==> config.mk <==
export PLATFORM = sky130hd
export DESIGN_NAME = serial_frame_rx
export DESIGN_NICKNAME = d
export VERILOG_FILES = /design/src/rtl/serial_frame_rx.sv
export SDC_FILE = /design/constraint.sdc
export NUM_CORES = 1
export LEC_CHECK = 0
export BUFFER_PORTS_ARGS = -buffer_cell sky130_fd_sc_hd__buf_2
export CELL_PAD_IN_SITES_DETAIL_PLACEMENT = 0
export CELL_PAD_IN_SITES_GLOBAL_PLACEMENT = 2
export CORE_ASPECT_RATIO = 0.9
export CORE_MARGIN = 2
export CORE_UTILIZATION = 38
export DETAILED_ROUTE_END_ITERATION = 8
export PLACE_DENSITY_LB_ADDON = 0.1
export SLEW_MARGIN = 40
export SYNTH_ARGS = -nofsm -noshare
export SYNTH_HDL_FRONTEND = slang
export SYNTH_SLANG_ARGS = --single-unit
==> constraint.sdc <==
create_clock -name C -period 1.8 [get_ports C]
set_input_delay 0.09 -clock C [delete_from_list [all_inputs] [get_ports C]]
set_output_delay 0.09 -clock C [all_outputs]
set_load 0.03 [all_outputs]
==> src/rtl/serial_frame_rx.sv <==
// serial_frame_rx
//   Receives an MSB-first bit stream, hunts for a W-bit sync pattern and then
//   deserializes FRAME_LEN data words (FRAME_LEN = 0 keeps the receiver locked
//   indefinitely). Each completed word is offered on a one-entry holding
//   register with a DV/RD handshake; a word that arrives while the previous one
//   is still unread (and not being read on that edge) is dropped and latches
//   the sticky OVR flag.
//
// Ports
//   C     in   1  clock, rising edge
//   RN    in   1  asynchronous active-low reset
//   SI    in   1  serial data, MSB first
//   EN    in   1  bit-valid strobe; SI is sampled only when EN=1
//   RD    in   1  consumer acknowledge for DOUT
//   DOUT  out  W  last completed data word (held after DV clears)
//   DV    out  1  DOUT holds an unread word
//   LOCK  out  1  sync found, collecting frame data
//   OVR   out  1  sticky overrun, cleared only by reset
module serial_frame_rx #(
  parameter int             W         = 8,
  parameter logic [W-1:0]   SYNC      = 8'hA5,
  parameter int             FRAME_LEN = 2
) (
  input  logic         C,
  input  logic         RN,
  input  logic         SI,
  input  logic         EN,
  input  logic         RD,
  output logic [W-1:0] DOUT,
  output logic         DV,
  output logic         LOCK,
  output logic         OVR
);

  localparam int BCW = (W > 2) ? $clog2(W) : 1;
  localparam int FCW = $clog2(W + 1);
  localparam int WCW = (FRAME_LEN < 2) ? 1 : $clog2(FRAME_LEN + 1);

  localparam logic [BCW-1:0] BIT_LAST  = BCW'(W - 1);
  localparam logic [FCW-1:0] FILL_FULL = FCW'(W);
  localparam logic [WCW-1:0] WORD_LAST = (FRAME_LEN == 0) ? '0 : WCW'(FRAME_LEN - 1);

  typedef enum logic {HUNT, COLLECT} state_t;

  state_t         state;
  // Only the W-1 most recent bits need storing: the incoming SI supplies the
  // W-th bit of both the sync window and the data word.
  logic [W-2:0]   win;
  logic [W-2:0]   shreg;
  logic [FCW-1:0] fill;
  logic [BCW-1:0] bit_cnt;
  logic [WCW-1:0] word_cnt;

  logic [W-1:0]   win_nxt;
  logic [W-1:0]   word_nxt;
  logic [FCW-1:0] fill_nxt;
  logic           match;
  logic           word_done;
  logic           frame_end;

  always_comb begin
    win_nxt   = {win, SI};
    word_nxt  = {shreg, SI};
    fill_nxt  = (fill == FILL_FULL) ? fill : fill + 1'b1;
    // The fill requirement keeps the reset-zero window from matching SYNC=0.
    match     = (win_nxt == SYNC) && (fill_nxt == FILL_FULL);
    word_done = (state == COLLECT) && (bit_cnt == BIT_LAST);
    frame_end = (FRAME_LEN != 0) && (word_cnt == WORD_LAST);
  end

  // Data shift register carries no reset: every word is fully refilled
  // before it is ever presented.
  always_ff @(posedge C) begin
    if (EN && state == COLLECT) begin
      shreg <= word_nxt[W-2:0];
    end
  end

  always_ff @(posedge C or negedge RN) begin
    if (!RN) begin
      state    <= HUNT;
      win      <= '0;
      fill     <= '0;
      bit_cnt  <= '0;
      word_cnt <= '0;
      DOUT     <= '0;
      DV       <= 1'b0;
      LOCK     <= 1'b0;
      OVR      <= 1'b0;
    end else begin
      // Read handshake runs regardless of EN; a word-complete edge below
      // overrides it.
      if (RD && DV) begin
        DV <= 1'b0;
      end

      if (EN) begin
        case (state)
          HUNT: begin
            win  <= win_nxt[W-2:0];
            fill <= fill_nxt;
            if (match) begin
              state    <= COLLECT;
              LOCK     <= 1'b1;
              bit_cnt  <= '0;
              word_cnt <= '0;
            end
          end

          COLLECT: begin
            if (word_done) begin
              bit_cnt  <= '0;
              word_cnt <= word_cnt + 1'b1;
              // Refill when empty or when the held word is read on this edge;
              // otherwise the new word is lost.
              if (!DV || RD) begin
                DOUT <= word_nxt;
                DV   <= 1'b1;
              end else begin
                OVR  <= 1'b1;
              end
              if (frame_end) begin
                state <= HUNT;
                LOCK  <= 1'b0;
                win   <= '0;
                fill  <= '0;
              end
            end else begin
              bit_cnt <= bit_cnt + 1'b1;
            end
          end

          default: state <= HUNT;
        endcase
      end
    end
  end

endmodule

# Word-level counts from Yosys, hierarchy flattened
# Index checks and enable logic that the tools add are counted.
# word_totals
ff_bits	35
input_bits	5
# classes
reduce_logical	12
mux	26
eq_ne	8
n_bitwise	2
add_sub_neg	3
# ops
operator	count
7-bit two-way mux	2
7-bit case mux with 2 select lines	1
4-bit two-way mux	3
4-bit AND reduction	3
1-bit two-way mux	11
4-bit == test (second input constant)	2
8-bit == test (second input constant)	1
4-bit case mux with 2 select lines	1
3-bit two-way mux	2
3-bit case mux with 2 select lines	1
3-bit AND reduction	2
4-bit by 1-bit adder with 4-bit output (second input constant)	1
1-bit logical AND	4
2-bit two-way mux	2
2-bit by 1-bit inequality test with 1-bit output (second input constant)	2
1-bit case mux with 2 select lines	2
2-bit case mux with 2 select lines	1
3-bit by 1-bit adder with 3-bit output (second input constant)	1
3-bit == test (second input constant)	1
2-bit by 1-bit adder with 2-bit output (second input constant)	1
2-bit by 1-bit == test with 1-bit output (second input constant)	1
2-bit inequality test (second input constant)	1
1-bit NOT	2
2-bit AND reduction	1
2 further kinds	2

# Logic depth before layout (Yosys ltp)
# depth
ltp_word	6
depth_mapped	8
depth_no_buf	6

# Worst setup path after synthesis
# Ideal clock, no wire load.
# synth_path
kind	reg-to-reg
from	register bit_cnt[0]
to	register DOUT[0]
arrival_ns	1.514
setup_ns	0.125
path_stages_with_launch	8
path_slack_ns	0.162
synth_period_minus_slack_ns	1.638
path_cell_list	dfrtp_1 > ha_1 > ha_1 > buf_2 > nand3_1 > nor2b_1 > buf_2 > mux2_2
# synth_between
elab_chain_cells	3
# synth_rtl
item	line	rtl
start: declaration	51	logic [BCW-1:0] bit_cnt;
start signal: assignment	129	bit_cnt <= bit_cnt + 1'b1;
3-bit == test	67	word_done = (state == COLLECT) && (bit_cnt == BIT_LAST);
1-bit logical AND	67	
4-bit AND reduction (no source line)	-	
end signal: assignment	117	DOUT <= word_nxt;
end: declaration	29	output logic [W-1:0] DOUT,
# No other way between the ends.
# A chain may end at the register's enable or synchronous reset.

# Final worst setup path
# layout_path
from	register fill[0]
to	register bit_cnt[0]
# layout_between
elab_chain_cells	6
elab_cells_between_ends	7
# layout_rtl
item	line	rtl
start: declaration	50	logic [FCW-1:0] fill;
start signal: assignment	101	fill <= fill_nxt;
4-bit by 1-bit adder with 4-bit output / 4-bit == test (equally long branches)	64	fill_nxt = (fill == FILL_FULL) ? fill : fill + 1'b1;
4-bit two-way mux (*)	64	
4-bit == test (*)	66	match = (win_nxt == SYNC) && (fill_nxt == FILL_FULL);
1-bit logical AND (*)	66	
2-bit inequality test (no source line) (*)	-	
2-bit AND reduction (no source line) (*)	-	
# Mark *: on every way between the ends. The rest lies on a longest branch, timed or not.

==> results.py <==
metrics = {
    "outcome": {
        "outcome": "complete, no violations",
    },
    "cts": {
        "clock_sinks": 35,
        "clkTransAtPathRegs_ns": 0.07,
        "cts-root-buf": "clkbuf_8",
        "cts_tree": "done",
        "cts_max_level": 2,
        "clk_path_buf_depth": 2,
        "numCtsBuffers": 5,
        "clk_latency_ns": 0.29,
    },
    "hold_path": {
        "hold_path_class": "in2reg",
    },
    "sta": {
        "max_freq_mhz": 592,
        "final-max-slew-violation-count": 0,
        "rsz0062_at_grt": "false",
        "finClkSkew_ns": 0.00501,
        "hold_slack_ns": 0.0360,
        "tns_ns": 0,
        "hold_viol": 0,
        "min_period_over_period_pct": 93.8,
        "finalCriticalPeriod_ns": 1.69,
        "setup_viol": 0,
        "slew_headroom_pct": 57.9,
        "worstMarginPinSlew_ns": 0.631,
    },
    "layout": {
        "synthToLayoutAreaGrowth_pct": 17.5,
        "final_area_sq_mm": 0.00187,
        "nets": 178,
        "multi_input_area_sq_um": 596,
        "diodes": 0,
        "seq_area_sq_um": 912,
        "drive_above_1_share_pct": 26.0,
        "nFillCells": 389,
    },
    "critical_path": {
        "critPathLaunchType": "flop",
        "end_kind": "flop",
        "startpoint": "fill[0]",
        "reg2reg_depth": 7,
        "path_delay_family": "flip-flops",
        "path_depth": 7,
        "cp_max_fo": 7,
        "r2r-end": "bit_cnt[0]",
        "slowest_delay_ns": 0.38,
        "slowest_stage": "dfrtp_1",
        "critPathBufInv": 2,
        "cp-endpoint": "bit_cnt[0]",
        "critPathArrivalTime_ns": 1.86,
        "cp.required_ns": 1.97,
        "worstReg2RegStart": "fill[0]",
        "r2r_slack_ns": 0.11,
        "crit_type": "reg2reg",
        "worstPathCellList": "inv_1 -> ha_1 -> nor3b_1 -> nand4_1 -> a211oi_2 -> buf_4 -> o21ai_0",
    },
    "synthesis": {
        "yosys_warnings": 0,
        "syn-cell-area_sq_mm": 0.00159,
        "synth.ff_latch_count": 35,
        "synthCells": 143,
        "async_flop_share_pct": 80.0,
        "synth_largest_area_cell": "dfrtp_1",
        "synthTopCellsByArea": "dfrtp_1, edfxtp_1, nand2_1, mux2_2, nand3_1",
        "syn_nets": 153,
        "synth-main-ff-cell": "dfrtp_1",
        "yosys.area.top_type_share_pct": 44.1,
        "yosysMostFrequentCell": "nand2_1",
        "ys_seq_area_share_pct": 57.3,
        "synth_area_per_cell_sq_um": 11.1,
        "synth_cell_type_count": 34,
        "synth_edf_count": 7,
        "synth_commonest_cells": "nand2_1, dfrtp_1, nand3_1, mux2_2, edfxtp_1",
    },
    "pwr": {
        "ir_drop_uv": 574,
        "power.total_uw": 2450,
        "power_leakage_uw": 0.000900,
        "powerDensity_mw_per_mm2": 1310,
    },
    "die": {
        "die_y_um": 65.4,
        "ioPinCount": 16,
        "die_w_um": 72.2,
        "initial_utilization_pct": 39.3,
        "core_area_sq_mm": 0.00405,
        "rows": 22,
        "die-area_sq_mm": 0.00472,
    },
    "global_routing": {
        "grt-ovfl-total": 0,
        "grt_pass1_wl_um": 5130,
        "grt_usage_pct": 14.5,
        "grt_max_degree": 29,
        "antenna_found_initial": 0,
        "grt_pass1_vias": 1082,
    },
    "detailed_routing": {
        "drtIter0Drc": 25,
        "via_per_inst": 5.06,
        "vias": 1098,
        "routedWlPerCell_um": 13.4,
        "ant_nets": 0,
        "drc": 0,
        "routed_wl_um": 2900,
        "first_pass_iters": 2,
    },
    "place": {
        "post_dp_cell_area_sq_mm": 0.00172,
        "portBuffers": 15,
        "dp_hpwl_um": 2060,
        "gp_congestion": 0.738,
    },
    "flow_run": {
        "maxCapViolCount": 0,
    },
}
final cells by class:
cell class | instances | area share (%)
clock buffer | 6 | 4.42
sequential | 35 | 48.8
timing repair buffer | 26 | 8.57
multi-input combinational | 94 | 31.9
inverter | 6 | 1.21
tap | 48 | 3.22
clock inverter | 2 | 1.88
stage by stage:
step | util, % | worst slack [ns] | std cells
after floorplan | - | 0.162 | 143
after global routing | 46.2 | 0.0107 | 217
final | 46.2 | 0.111 | 217
after detailed placement | 42.6 | 0.0607 | 206
after global placement | 42.6 | 0.0295 | 206
after CTS | 45.8 | 0.0427 | 215
worst min-delay path by stage:
stage	start	cells after the start	to
after floorplan	RN	0	DOUT[0]
after global placement	RN	1	fill[2]
after detailed placement	RN	1	fill[2]
after CTS	SI	1	shreg[0]
after global routing	SI	1	shreg[0]
final	SI	1	shreg[0]
cells by family (layout without fill, tap and decap cells):
family,after synthesis,after routing,share of synthesized area (%)
adder cells (fa/ha/maj),5,5,3.93
flip-flops,35,35,57.3
multiplexers,10,10,6.92
AND/OR/NAND/NOR,55,55,16.0
AO/OA/AOI/OAI,24,24,10.6
buffers and inverters,14,40,5.27
cells in the final DEF, fill, tap and decap left out, drive strengths merged, types with 2 or more instances in the layout:
cell / count
dfrtp: 28
mux2: 8
inv: 5
nand2: 29
buf: 25
a21o: 2
nor2: 2
a31o: 2
nor3: 2
clkbuf: 6
edfxtp: 7
o21ai: 6
ha: 5
a22oi: 4
nor2b: 3
a21oi: 2
nand3: 14
mux2i: 2
clkinv: 2
where the power goes:
| part | switching, uW | internal, uW | total (uW) | leakage, uW |
|---|---|---|---|---|
| registers | 103 | 977 | 1080 | 0.000415 |
| clock network | 283 | 448 | 730 | 0.0000612 |
| logic | 390 | 246 | 636 | 0.000423 |
| total | 776 | 1670 | 2450 | 0.000900 |
registers in the layout (all words and copies together) (netlist names), 2 cells and up:
register  flops
word_cnt      2
win           7
fill          4
DOUT          8
bit_cnt       3
shreg         7
layer usage:
| layer | global-route usage [%] | wire length, um | vias to the layer above |
|---|---|---|---|
| met5 | 0 | 0 | - |
| met4 | 6.37 | 52 | 0 |
| met3 | 5.52 | 113 | 5 |
| met2 | 21.4 | 1290 | 12 |
| met1 | 18.9 | 1440 | 530 |
| li1 | - | - | 551 |
timing repair:
item | CTS | global route
resized for setup | 0 | 1
hold endpoints to repair | 28 | 0
buffers inserted | 0 | 2
hold buffers | 1 | 0
setup endpoints to repair | 0 | 7
Power figures use the tool's default switching activity.
